## config.mk

```make
export PLATFORM = sky130hd
export DESIGN_NAME = mips_pipeline_decode_register
export DESIGN_NICKNAME = d
export VERILOG_FILES = /design/src/rtl/mips_pipeline_decode_register.sv
export SDC_FILE = /design/constraint.sdc
export NUM_CORES = 1
export LEC_CHECK = 0
export ABC_AREA = 1
export CORE_MARGIN = 2
export CORE_UTILIZATION = 46
export CTS_CLUSTER_DIAMETER = 200
export DETAILED_ROUTE_END_ITERATION = 8
export MAX_ROUTING_LAYER = met4
export PLACE_DENSITY = 0.76
export SLEW_MARGIN = 40
export SYNTH_ARGS = -nofsm -noshare
export SYNTH_HDL_FRONTEND = slang
export SYNTH_SLANG_ARGS = --single-unit
```

## constraint.sdc

```tcl
create_clock -name clock -period 2.6 [get_ports clock]
set_clock_uncertainty 0.15 [all_clocks]
set_input_delay 0.39 -clock clock [delete_from_list [all_inputs] [get_ports clock]]
set_output_delay 0.39 -clock clock [all_outputs]
set_load 0.05 [all_outputs]
```

## src/rtl/mips_pipeline_decode_register.sv

```systemverilog
`default_nettype none
// ============================================================================
// Module   : mips_pipeline_decode_register
// Purpose  : Fetch-to-decode pipeline register built as a 2-entry skid
//            buffer (main entry drives the outputs, skid entry absorbs one
//            extra instruction when decode stalls). Strict FIFO order,
//            single-cycle latency, flush discards everything held.
// Ports    : clock, resetN (async active-low)
//            inValid/inReady/inInst/inPc   - fetch side handshake + payload
//            flush                         - discard held entries
//            outValid/outReady/outInst/outPc - decode side handshake + head
//            outOp/outFunc/outRs/outRt/outRd/outShamt/outImm - decoded fields
//            stallCount (only with MIPS_PIPELINE_DECODE_STALL_COUNT_EN)
// Options  : `define MIPS_PIPELINE_DECODE_STALL_COUNT_EN adds a saturating
//            16-bit count of cycles where the head entry waited on decode.
// Revision : 1.0 - initial release
// ============================================================================
module mips_pipeline_decode_register #(
  parameter logic [31:0] BUBBLE_INST = 32'h0000_0000
) (
  input  logic        clock,
  input  logic        resetN,
  input  logic        inValid,
  output logic        inReady,
  input  logic [31:0] inInst,
  input  logic [31:0] inPc,
  input  logic        flush,
  output logic        outValid,
  input  logic        outReady,
  output logic [31:0] outInst,
  output logic [31:0] outPc,
  output logic [5:0]  outOp,
  output logic [5:0]  outFunc,
  output logic [4:0]  outRs,
  output logic [4:0]  outRt,
  output logic [4:0]  outRd,
  output logic [4:0]  outShamt,
  output logic [15:0] outImm
`ifdef MIPS_PIPELINE_DECODE_STALL_COUNT_EN
  ,
  output logic [15:0] stallCount
`endif
);

  typedef enum logic [1:0] {
    S_EMPTY = 2'd0,
    S_ONE   = 2'd1,
    S_FULL  = 2'd2
  } state_t;

  state_t      r_state;
  state_t      w_state_next;
  logic        r_in_ready;
  logic [31:0] r_main_inst;
  logic [31:0] r_main_pc;
  logic [31:0] r_skid_inst;
  logic [31:0] r_skid_pc;
  logic        w_accept;
  logic        w_pop;

  assign w_accept = inValid && r_in_ready;
  assign w_pop    = (r_state != S_EMPTY) && outReady;

  always_comb begin
    w_state_next = r_state;
    if (flush) begin
      w_state_next = S_EMPTY;
    end else begin
      case (r_state)
        S_EMPTY: if (w_accept) w_state_next = S_ONE;
        S_ONE: begin
          if (w_accept && !w_pop)      w_state_next = S_FULL;
          else if (!w_accept && w_pop) w_state_next = S_EMPTY;
        end
        S_FULL:  if (w_pop) w_state_next = S_ONE;
        default: w_state_next = S_EMPTY;
      endcase
    end
  end

  // inReady is registered from the next state so fetch sees a clean flop;
  // it stays low during reset and rises on the first edge afterwards.
  always_ff @(posedge clock or negedge resetN) begin
    if (!resetN) begin
      r_state     <= S_EMPTY;
      r_in_ready  <= 1'b0;
      r_main_inst <= BUBBLE_INST;
      r_main_pc   <= 32'h0;
      r_skid_inst <= BUBBLE_INST;
      r_skid_pc   <= 32'h0;
    end else begin
      r_state    <= w_state_next;
      r_in_ready <= (w_state_next != S_FULL);
      if (!flush) begin
        case (r_state)
          S_EMPTY: begin
            if (w_accept) begin
              r_main_inst <= inInst;
              r_main_pc   <= inPc;
            end
          end
          S_ONE: begin
            // Accept+pop replaces the head directly; accept alone parks
            // the newcomer in the skid slot behind the stalled head.
            if (w_accept && w_pop) begin
              r_main_inst <= inInst;
              r_main_pc   <= inPc;
            end else if (w_accept) begin
              r_skid_inst <= inInst;
              r_skid_pc   <= inPc;
            end
          end
          S_FULL: begin
            if (w_pop) begin
              r_main_inst <= r_skid_inst;
              r_main_pc   <= r_skid_pc;
            end
          end
          default: ;
        endcase
      end
    end
  end

  assign inReady  = r_in_ready;
  assign outValid = (r_state != S_EMPTY);
  assign outInst  = outValid ? r_main_inst : BUBBLE_INST;
  assign outPc    = outValid ? r_main_pc   : 32'h0;

  assign outOp    = outInst[31:26];
  assign outRs    = outInst[25:21];
  assign outRt    = outInst[20:16];
  assign outRd    = outInst[15:11];
  assign outShamt = outInst[10:6];
  assign outFunc  = outInst[5:0];
  assign outImm   = outInst[15:0];

`ifdef MIPS_PIPELINE_DECODE_STALL_COUNT_EN
  logic [15:0] r_stall_count;

  // Counts head-entry stalls since reset; flush deliberately has no effect.
  always_ff @(posedge clock or negedge resetN) begin
    if (!resetN) begin
      r_stall_count <= 16'h0;
    end else if (outValid && !outReady && (r_stall_count != 16'hFFFF)) begin
      r_stall_count <= r_stall_count + 16'd1;
    end
  end

  assign stallCount = r_stall_count;
`endif

endmodule
`default_nettype wire
```

Word level (Yosys, flattened, before mapping)
Index checks and enable logic that the tools add are counted.
Widths: inputs -> output; s select.
- flip-flop bits (word level): 131
- bits in latches: 0
- bits in writable memories: 0
- bits in read-only memories: 0
- input bits: 69
- output and inout port bits: 114
- logic and storage cells: 42
- memories: 0
- add/subtract/negate cells: 0
- multiply operators: 0
- div/mod/pow operators: 0
- magnitude comparators: 0
- eq/ne operators: 6
- shift operators: 0
- mux-type cells: 16
- bitwise operators: 2
- reductions and logical operators: 12
- operators with widths (operator ; number):
    $mux 32 ; 8
    $pmux 32 s3 ; 2
    $mux 2 ; 5
    $ne 2x2->1 const B ; 4
    $pmux 2 s3 ; 1
    $logic_and 1x1->1 ; 5
    $reduce_and 5->1 ; 1
    $reduce_and 4->1 ; 1
    $reduce_bool 3->1 ; 1
    $eq 2x1->1 const B ; 1
    $eq 2x2->1 const B ; 1
    $logic_not 1->1 ; 2
    $logic_not 2->1 ; 1
    $not 1->1 ; 2
    $reduce_bool 2->1 ; 1

Logic depth before layout (Yosys ltp)
Gate-level depths: netlist of run 1.
- depth after elaboration: 8
- depth in mapped cells: 8

Worst setup path before layout of run 1
OpenSTA, ideal clock, no wires.
- path kind: register to output
- start: register r_state[1]
- end: output port outOp[0]
- data arrival time: 1.882 ns
- data required time: 2.060 ns
- slack: 0.178 ns
- cell stages (with the launch flop): 7
- buffers on the path: 4
- path through: dfrtp_1 > buf_2 > nor2_4 > buf_2 > buf_2 > nor2_1 > buf_4
- cells in the longest elaborated chain, start to end: 2
- ends and longest elaborated chain (what ; line ; text):
    start, declared ; 51 ; state_t r_state;
    start signal, assigned ; 92 ; r_state <= w_state_next;
    $reduce_bool 2->1 ; 126 ; assign outValid = (r_state != S_EMPTY);
    $mux 32 ; 127 ; assign outInst = outValid ? r_main_inst : BUBBLE_INST;
    end, declared ; 32 ; output logic [5:0] outOp,
No other way between the ends.

Worst setup path after layout of run 1
- start: register r_state[1]
- end: output port outInst[10]
- cells in the longest elaborated chain, start to end: 2
- ends and longest elaborated chain (what ; line ; text):
    $reduce_bool 2->1 ; 126 ;
    $mux 32 ; 127 ;
    end, declared ; 30 ; output logic [31:0] outInst,
No other way between the ends.

==> results of run 1 <==
==> final cells by class <==
type / instances / share of cell area, %
tap: 211 / 2.929
clock inverter: 6 / 0.3332
clock buffer: 24 / 5.456
multi-input combinational: 660 / 31.92
inverter: 72 / 2.999
sequential: 131 / 36.39
timing repair buffer: 208 / 19.98
==> report_power, final <==
group | leakage [nW] | switching, W | total, W | internal (W)
Clock | 0.265 | 0.000838 | 0.00213 | 0.00130
Sequential | 1.64 | 0.000262 | 0.00276 | 0.00250
Combinational | 3.07 | 0.00124 | 0.00183 | 0.000590
==> per-stage QoR <==
step           utilization [%]  area [sq um]  power (W)  cells  hold WS, ns
6_report                 59.07          9012   0.006728   1312       0.3171
5_1_grt                  59.07          9012   0.007089   1312       0.3310
3_5_place_dp             55.58          8481   0.004629   1281       0.2802
4_1_cts                  59.07          9012   0.006764   1312       0.3221
2_1_floorplan                -          7186   0.004082    986     -0.05559
3_3_place_gp             55.58          8481   0.004582   1281       0.2777
==> placed cells by master, fill, tap and decap left out, drive strengths merged <==
cell type,netlist,final
dfrtp,131,131
clkbuf,3,24
buf,120,139
dlygate4sd3,0,1
nor3,1,1
nor2,67,67
clkdlybuf4s50,0,68
o21ai,2,2
nand3,130,130
a21oi,2,2
inv,72,72
nand2,392,392
clkinv,0,6
nand4,66,66
==> synth_stat cells <==
cell | instances | area [sq um]
dfrtp_1 | 131 | 3278
inv_2 | 1 | 3.750
buf_6 | 6 | 67.56
buf_2 | 52 | 260.3
nand3_1 | 130 | 650.6
buf_4 | 59 | 442.9
nand2_2 | 1 | 6.260
clkbuf_1 | 3 | 11.26
nor2_4 | 1 | 11.26
a21oi_4 | 1 | 16.27
o21ai_0 | 2 | 10.01
buf_1 | 3 | 11.26
a21oi_1 | 1 | 5.000
inv_1 | 71 | 266.5
nor3_2 | 1 | 10.01
nand2_1 | 391 | 1468
nor2_1 | 66 | 247.7
nand4_1 | 65 | 406.6
nand4_2 | 1 | 12.51
==> cells by family (layout without fill, tap and decap cells) <==
kind of cell	after synthesis	count (layout)	share of synthesized area, %
compound gates	4	4	0.4353
buf+inv	195	310	14.80
flops	131	131	45.62
simple gates	656	656	39.14
==> sequential cells by signal (all words and copies together), names as in the netlist <==
register / cells
r_main_inst: 32
r_main_pc: 32
r_skid_inst: 32
r_skid_pc: 32
r_state: 2
inReady: 1
==> per-layer routing <==
metal	global-route usage [%]	vias up
met1	32.27	3124
met4	8.440	0
met2	38.87	314
li1	-	3267
met5	-	-
met3	4.990	31
==> timing repair <==
item / in CTS / in global routing
hold endpoints to repair: 61 / 0
hold buffers: 1 / 0
gates resized for setup: 0 / 0
==> worst max-delay path by stage <==
stage | slack [ns] | depth (start not counted) | from | end
floorplan | 0.18 | 6 | r_state[1] | outOp[0]
global placement | 0.38 | 6 | outReady | r_main_inst[10]
detailed placement | 0.33 | 7 | inValid | r_main_inst[13]
CTS | 0.18 | 4 | r_state[1] | outImm[4]
global route | 0.09 | 4 | r_state[1] | outImm[10]
finish | 0.21 | 4 | r_state[1] | outInst[10]
==> tightest hold or removal path, cell delays in order, from the launching register on <==
cell and delay [ns]:
dfrtp_1 0.34, nand2_1 0.05, nand2_1 0.04
==> reports/metrics.yaml, run 1 <==
synth:
  netlist_instances: 986
  syn_nets: 1055
  syn_avg_cell_area_sq_um: 7.288
  ys_warn_count: 0
  ys_ff_latch: 131
  synth_cell_types: 19
  netlist_area_sq_um: 7186
  ys_seq_area_share_pct: 45.62
setup_path:
  crit_family: "buffers and inverters"
  crit_chain: "nor2_4 > buf_4 > nor2_1 > buf_4"
  cp_common_cell: "buf_4"
  ff2ff_path_depth: 6
  r2r_setup_slack_ns: 0.51
  cp_data_required_time_ns: 2.06
  slowest_delay_ns: 0.50
  crit_fanout: 33
  cp.arrival_ns: 1.85
  worstSetupPathType: "reg2out"
  r2r_end: "r_main_inst[13]"
  critPathBufInv: 2
  crit_slowest_cell: "dfrtp_2"
  cp-start-kind: "flip-flop"
  end_kind: "output pin"
  r2r-start: "r_state[1]"
hold_path:
  min_to: "r_main_pc[0]"
  whs_path_depth: 2
  hold_path_startpoint: "r_main_pc[0]"
  hold_class: "reg2reg"
timing:
  fmaxAchievable_mhz: 419.0
  fin_crit_ns: 2.387
  timing_hold_violations_final: 0
  layout_setup_ws_ns: 0.2131
  setup_viol_count_final: 0
  slew_headroom_pct: 58.54
  fin_tns_setup_ns: 0
  worstMarginPinSlew_ns: 0.6219
  rsz0062_at_grt: "no"
  drv_slew: 0
  finalCritPeriodShare_pct: 91.80
routing:
  wl_met3_microns: 1476
  ant_nets: 0
  wl_met1_microns: 8458
  viasPerCell: 5.134
  wl_met2_microns: 8976
  drc_errors: 0
  first_pass_iters: 5
  routedWlPerCell_microns: 14.71
  wirelength_microns: 19300
  routed.top_layer: "met4"
  vias: 6736
  drtIter0Drc: 567
cts:
  post_cts_buffers: 0
  clock_sinks: 131
  cts_buffers: 17
  cts_tree: "built"
  cts.path.max_buffers: 2
  clockRootBuffer: "clkbuf_16"
  clk_pin_slew_worst_paths_ns: 0.05
  cts_max_level: 4
  clock_latency_ns: 0.43
placement:
  dpl.hpwl_microns: 12370
  gp_congestion: 0.8067
  io_buffers: 182
  place_ws_ns: 0.3299
finish:
  final_nets: 1159
  seq_area_sq_um: 3279
  multi_input_area_sq_um: 2877
  fill_cells: 1427
  layout-drive-gt1-share_pct: 16.08
  area_growth_pct: 25.42
  diodes: 0
floorplanning:
  num_rows: 45
  start_util_pct: 47.09
  die_x_microns: 129.0
  ios: 183
  die_area_sq_um: 16640
  die_h_microns: 129.0
  core_area_sq_um: 15260
global_routing:
  grt_pass1_wl_microns: 31480
  grt_max_degree: 65
  grt_usage_pct: 24.77
  antenna_found_initial: 0
  overflow: 0
  grt_pass1_vias: 6273
power_and_ir_drop:
  power_density_nw_per_um2: 746.5
  leakagePower_nw: 4.978
  ir_drop_mv: 0.5047
flow_run:
  maxCapViolCount: 0
status:
  status: "finished clean"
(Power assumes the default switching activity.)
==> run 2, diff against run 1 <==
--- a/config.mk
+++ b/config.mk
@@ -10,9 +10,8 @@
 export CORE_UTILIZATION = 46
 export CTS_CLUSTER_DIAMETER = 200
 export DETAILED_ROUTE_END_ITERATION = 8
-export MAX_ROUTING_LAYER = met4
 export PLACE_DENSITY = 0.76
-export SLEW_MARGIN = 40
+export SLEW_MARGIN = 20
 export SYNTH_ARGS = -nofsm -noshare
 export SYNTH_HDL_FRONTEND = slang
 export SYNTH_SLANG_ARGS = --single-unit
==> reports/metrics.yaml, run 2 (synthesis results as in run 1) <==
status:
  status: "finished clean"
timing:
  rsz0062_at_grt: "no"
  drv_slew: 0  # unchanged
  fin_crit_ns: 2.392  # +0.004980 ns
  finalCritPeriodShare_pct: 91.99  # +0.19 points
  setup_viol_count_final: 0  # unchanged
  slew_headroom_pct: 58.67  # +0.13 points
  fin_tns_setup_ns: 0  # unchanged
  fmaxAchievable_mhz: 418.1  # -0.21%
  timing_hold_violations_final: 0  # unchanged
  worstMarginPinSlew_ns: 0.6200  # -0.001933 ns
floorplanning:
  die_h_microns: 129.0  # unchanged
  core_area_sq_um: 15260  # unchanged
  die_x_microns: 129.0  # unchanged
  ios: 183  # unchanged
  die_area_sq_um: 16640  # unchanged
  num_rows: 45  # unchanged
  start_util_pct: 47.09  # unchanged
routing:
  drtIter0Drc: 605  # +6.7%
  wirelength_microns: 19380  # +0.41%
  routedWlPerCell_microns: 14.77  # +0.41%
  vias: 6715  # -0.31%
  ant_nets: 0  # unchanged
  drc_errors: 0  # unchanged
  first_pass_iters: 5  # unchanged
  viasPerCell: 5.118  # -0.31%
setup_path:
  worstSetupPathType: "reg2out"
  r2r_setup_slack_ns: 0.50  # about the same
  ff2ff_path_depth: 6  # unchanged
  crit_fanout: 33  # unchanged
  cp_data_required_time_ns: 2.06  # about the same
  end_kind: "output pin"
  slowest_delay_ns: 0.50  # about the same
  cp-start-kind: "flip-flop"
  cp_common_cell: "buf_4"
  r2r-start: "r_state[1]"
  crit_slowest_cell: "dfrtp_2"
  r2r_end: "r_main_inst[13]"
  cp.arrival_ns: 1.85  # about the same
  crit_chain: "nor2_4 > buf_4 > nor2_1 > buf_4"
finish:
  most-common-layout-cells: "nand2_1, buf_4, dfrtp_1, nand3_1, inv_1"
  area_growth_pct: 25.42  # unchanged
  layout-drive-gt1-share_pct: 16.08  # unchanged
  fin_area_sq_um: 9012  # unchanged
  diodes: 0  # unchanged
  final_common_cell: "nand2_1"
  final_nets: 1159  # unchanged
power_and_ir_drop:
  internal_power_w: 0.004388  # about the same
  ir_drop_mv: 0.5020  # -0.52%
  pwr-share-clk_pct: 31.7  # about the same
  power.switching_w: 0.002347  # +0.32%
  p_comb_share_pct: 27.2  # about the same
  swShare_pct: 34.85  # +0.070 points
  leakagePower_nw: 4.978  # unchanged
  power_frac_seq_pct: 41.0  # about the same
  power_density_nw_per_um2: 747.3  # +0.12%
cts:
  clock_latency_ns: 0.42  # about the same
  post_cts_buffers: 0  # unchanged
  cts_max_level: 4  # unchanged
  cts_tree: "built"
  clk_pin_slew_worst_paths_ns: 0.05  # about the same
  cts_buffers: 17  # unchanged
  clock_sinks: 131  # unchanged
  cts.path.max_buffers: 2  # unchanged
  clockRootBuffer: "clkbuf_16"
hold_path:
  hold_class: "reg2reg"
  min_to: "r_main_pc[0]"
  whs_path_depth: 2  # unchanged
  hold_path_startpoint: "r_main_pc[0]"
placement:
  io_buffers: 182  # unchanged
  gp_congestion: 0.7954  # -1.4%
  place_area_sq_um: 8481  # unchanged
  dpl.hpwl_microns: 12370  # unchanged
global_routing:
  grt_max_degree: 65  # unchanged
  antenna_found_initial: 0  # unchanged
  grt_usage_pct: 24.01  # -0.77 points
  grt_pass1_vias: 6286  # +0.21%
  overflow: 0  # unchanged
  grt_pass1_wl_microns: 31440  # -0.11%
flow_run:
  maxCapViolCount: 0  # unchanged
## run 2: cell counts in the layout (fill, tap and decap cells not counted)
No cell type changed its count.
## run 2: how the worst max path moves through the flow
stage | cells past startpoint | slack, ns | end | from
after detailed placement | 7 | 0.33 | r_main_inst[13] | inValid
after CTS | 4 | 0.18 | outImm[4] | r_state[1]
final | 4 | 0.21 | outInst[10] | r_state[1]
after global placement | 6 | 0.38 | r_main_inst[10] | outReady
after floorplan | 6 | 0.18 | outOp[0] | r_state[1]
after global routing | 4 | 0.09 | outImm[10] | r_state[1]
## run 2: worst max-delay path, delay by kind of cell, from the launching register on
kind                   cells  cell delay (ns)
buffers and inverters      2             0.57
DFF                        1             0.50
and+or+nand+nor            2             0.34
## run 2: cell type report
cell class              instances  area [sq um]
well taps                     211         264.0
clock inverters                 6         30.03
fillers                      1427          6246
repair buffers                208          1800
inverters                      72         270.3
clock buffers                  24         491.7
flip-flops and latches        131          3279
multi-input cells             660          2877
## run 2: power by group through the flow
stage | registers (W) | logic (W) | clock network [W]
floorplan | 0.00271 | 0.00137 | 0
global placement | 0.00278 | 0.00180 | 0
detailed placement | 0.00278 | 0.00185 | 0
CTS | 0.00276 | 0.00185 | 0.00216
global route | 0.00281 | 0.00203 | 0.00225
finish | 0.00276 | 0.00183 | 0.00214
## run 2: through the flow
stage          util, %  hold slack [ns]  cells  worst slack [ns]  total power [W]
3_3_place_gp     55.58           0.2777   1281            0.3762         0.004582
2_1_floorplan        -         -0.05559    986            0.1778         0.004082
6_report         59.07           0.3167   1312            0.2081         0.006735
4_1_cts          59.07           0.3221   1312            0.1843         0.006764
3_5_place_dp     55.58           0.2802   1281            0.3299         0.004629
5_1_grt          59.07           0.3310   1312           0.08956         0.007089
## run 2: per-layer routing
layer | GRT usage [%] | vias to the layer above | part of all wire, %
met4 | 8.440 | 0 | 1.9
met2 | 38.87 | 318 | 47
met3 | 5.114 | 28 | 7.4
met5 | 0 | - | 0
met1 | 32.13 | 3099 | 44
li1 | - | 3270 | -
## run 2: timing repair
action,in CTS,in global routing
resized for setup,0,0
endpoints found under the hold margin,61,0
hold buffers,1,0
==> run 3, diff against run 2 <==
--- a/config.mk
+++ b/config.mk
@@ -10,6 +10,7 @@
 export CORE_UTILIZATION = 46
 export CTS_CLUSTER_DIAMETER = 200
 export DETAILED_ROUTE_END_ITERATION = 8
+export MAX_ROUTING_LAYER = met4
 export PLACE_DENSITY = 0.76
 export SLEW_MARGIN = 20
 export SYNTH_ARGS = -nofsm -noshare
==> results of run 3 <==
Same layout as run 1: the final DEF is identical, and so are final timing and power.
==> patch: new RTL, settings of run 2 <==
Add a define of `MIPS_PIPELINE_DECODE_STALL_COUNT_EN`.
--- a/src/rtl/mips_pipeline_decode_register.sv
+++ b/src/rtl/mips_pipeline_decode_register.sv
@@ -17,2 +17,4 @@
 // ============================================================================
+`define MIPS_PIPELINE_DECODE_STALL_COUNT_EN
+
 module mips_pipeline_decode_register #(
Function (old outputs only; new: stallCount): kept (equiv_simple and equiv_induct, registers matched by name and starting in step).
==> patch against run 2 <==
Global-route usage is 4.3 points lower; synthesized area is 2.1% higher; sequential cell count is 16 higher; maximum frequency is 2.2% lower; cell area is 5.3% higher; critical path depth stayed put; critical path type unchanged; worst hold slack better by 0.018 ns; non-clock buffer count is 1 higher; wire length is 16% lower; power is 10% higher; register-to-register slack better by 0.02 ns; worst setup slack worse by 0.055 ns.
==> patch: results (changes against run 2) <==
outcome: "finished, final reports clean"
grt_usage_pct: 19.7  # -4.3 points
n_all_buffers: 209  # +0.48%
clkbuf_count: 23  # -4.2%
avgSynthCellArea_sq_um: 7.63  # +4.7%
worst_slack_ns: 0.153  # -0.0550 ns
r2r_cells: 5  # -1
gp_congestion: 0.774  # -2.7%
met1_usage_pct: 25.9  # -6.2 points
wl_met3_mm: 1.04  # -27%
ir_drop_uv: 721  # +44%
portBuffers: 198  # +8.8%
hp-start: "r_skid_pc[15]"
slowest_delay_ns: 0.45  # -0.05 ns
synthToLayoutAreaGrowth_pct: 29.3
final-nonclk-buf-share_pct: 19.7  # -0.24 points
crit_arrival_ns: 1.91  # +0.06 ns
gr-usage-met3_pct: 4.84  # -0.28 points
synth.cell_area_sq_um: 7340  # +2.1%
synth_cell_types: 25  # +6
ff2ff_setup_slack_ns: 0.52  # +0.02 ns
m1WireLength_mm: 7.45  # -13%
synth_fp_nets: 1032  # -2.2%
nFillCells: 1428  # +0.070%
dpl-instance-area_sq_um: 8890  # +4.8%
seq_cells: 147  # +12%
first_global_vias: 5499  # -13%
multiInputGateArea_sq_um: 2530  # -12%
clk_share_pct: 6.21  # +0.42 points
fin_cells: 1321  # +0.69%
[patch: cell types whose count changed after synthesis, moves of 16 or more]
cell	before	now
inv_1	71	144
o21ai_0	2	147
nand3_1	130	5
dfrtp_1	131	147
clkbuf_1	3	20
a21oi_1	1	42
nand2_1	391	219
buf_2	52	22
nand4_1	65	4
nor2_1	66	126
[patch: power by group]
group | leakage (nW) | switching, W | internal (W)
Combinational | 2.77 | 0.00138 | 0.000653
Sequential | 1.76 | 0.000185 | 0.00278
Clock | 0.293 | 0.000905 | 0.00151
Total | 4.83 | 0.00247 | 0.00494
[patch: kinds of logic after synthesis]
| group | Yosys count | share of synthesized area [%] |
|---|---|---|
| adder cells (fa/ha/maj) | 1 | 0.170 |
| buffers and inverters | 244 | 15.6 |
| XOR/XNOR | 7 | 0.835 |
| AND/OR/NAND/NOR | 361 | 19.2 |
| flip-flops | 147 | 50.1 |
| AO/OA/AOI/OAI | 202 | 14.0 |
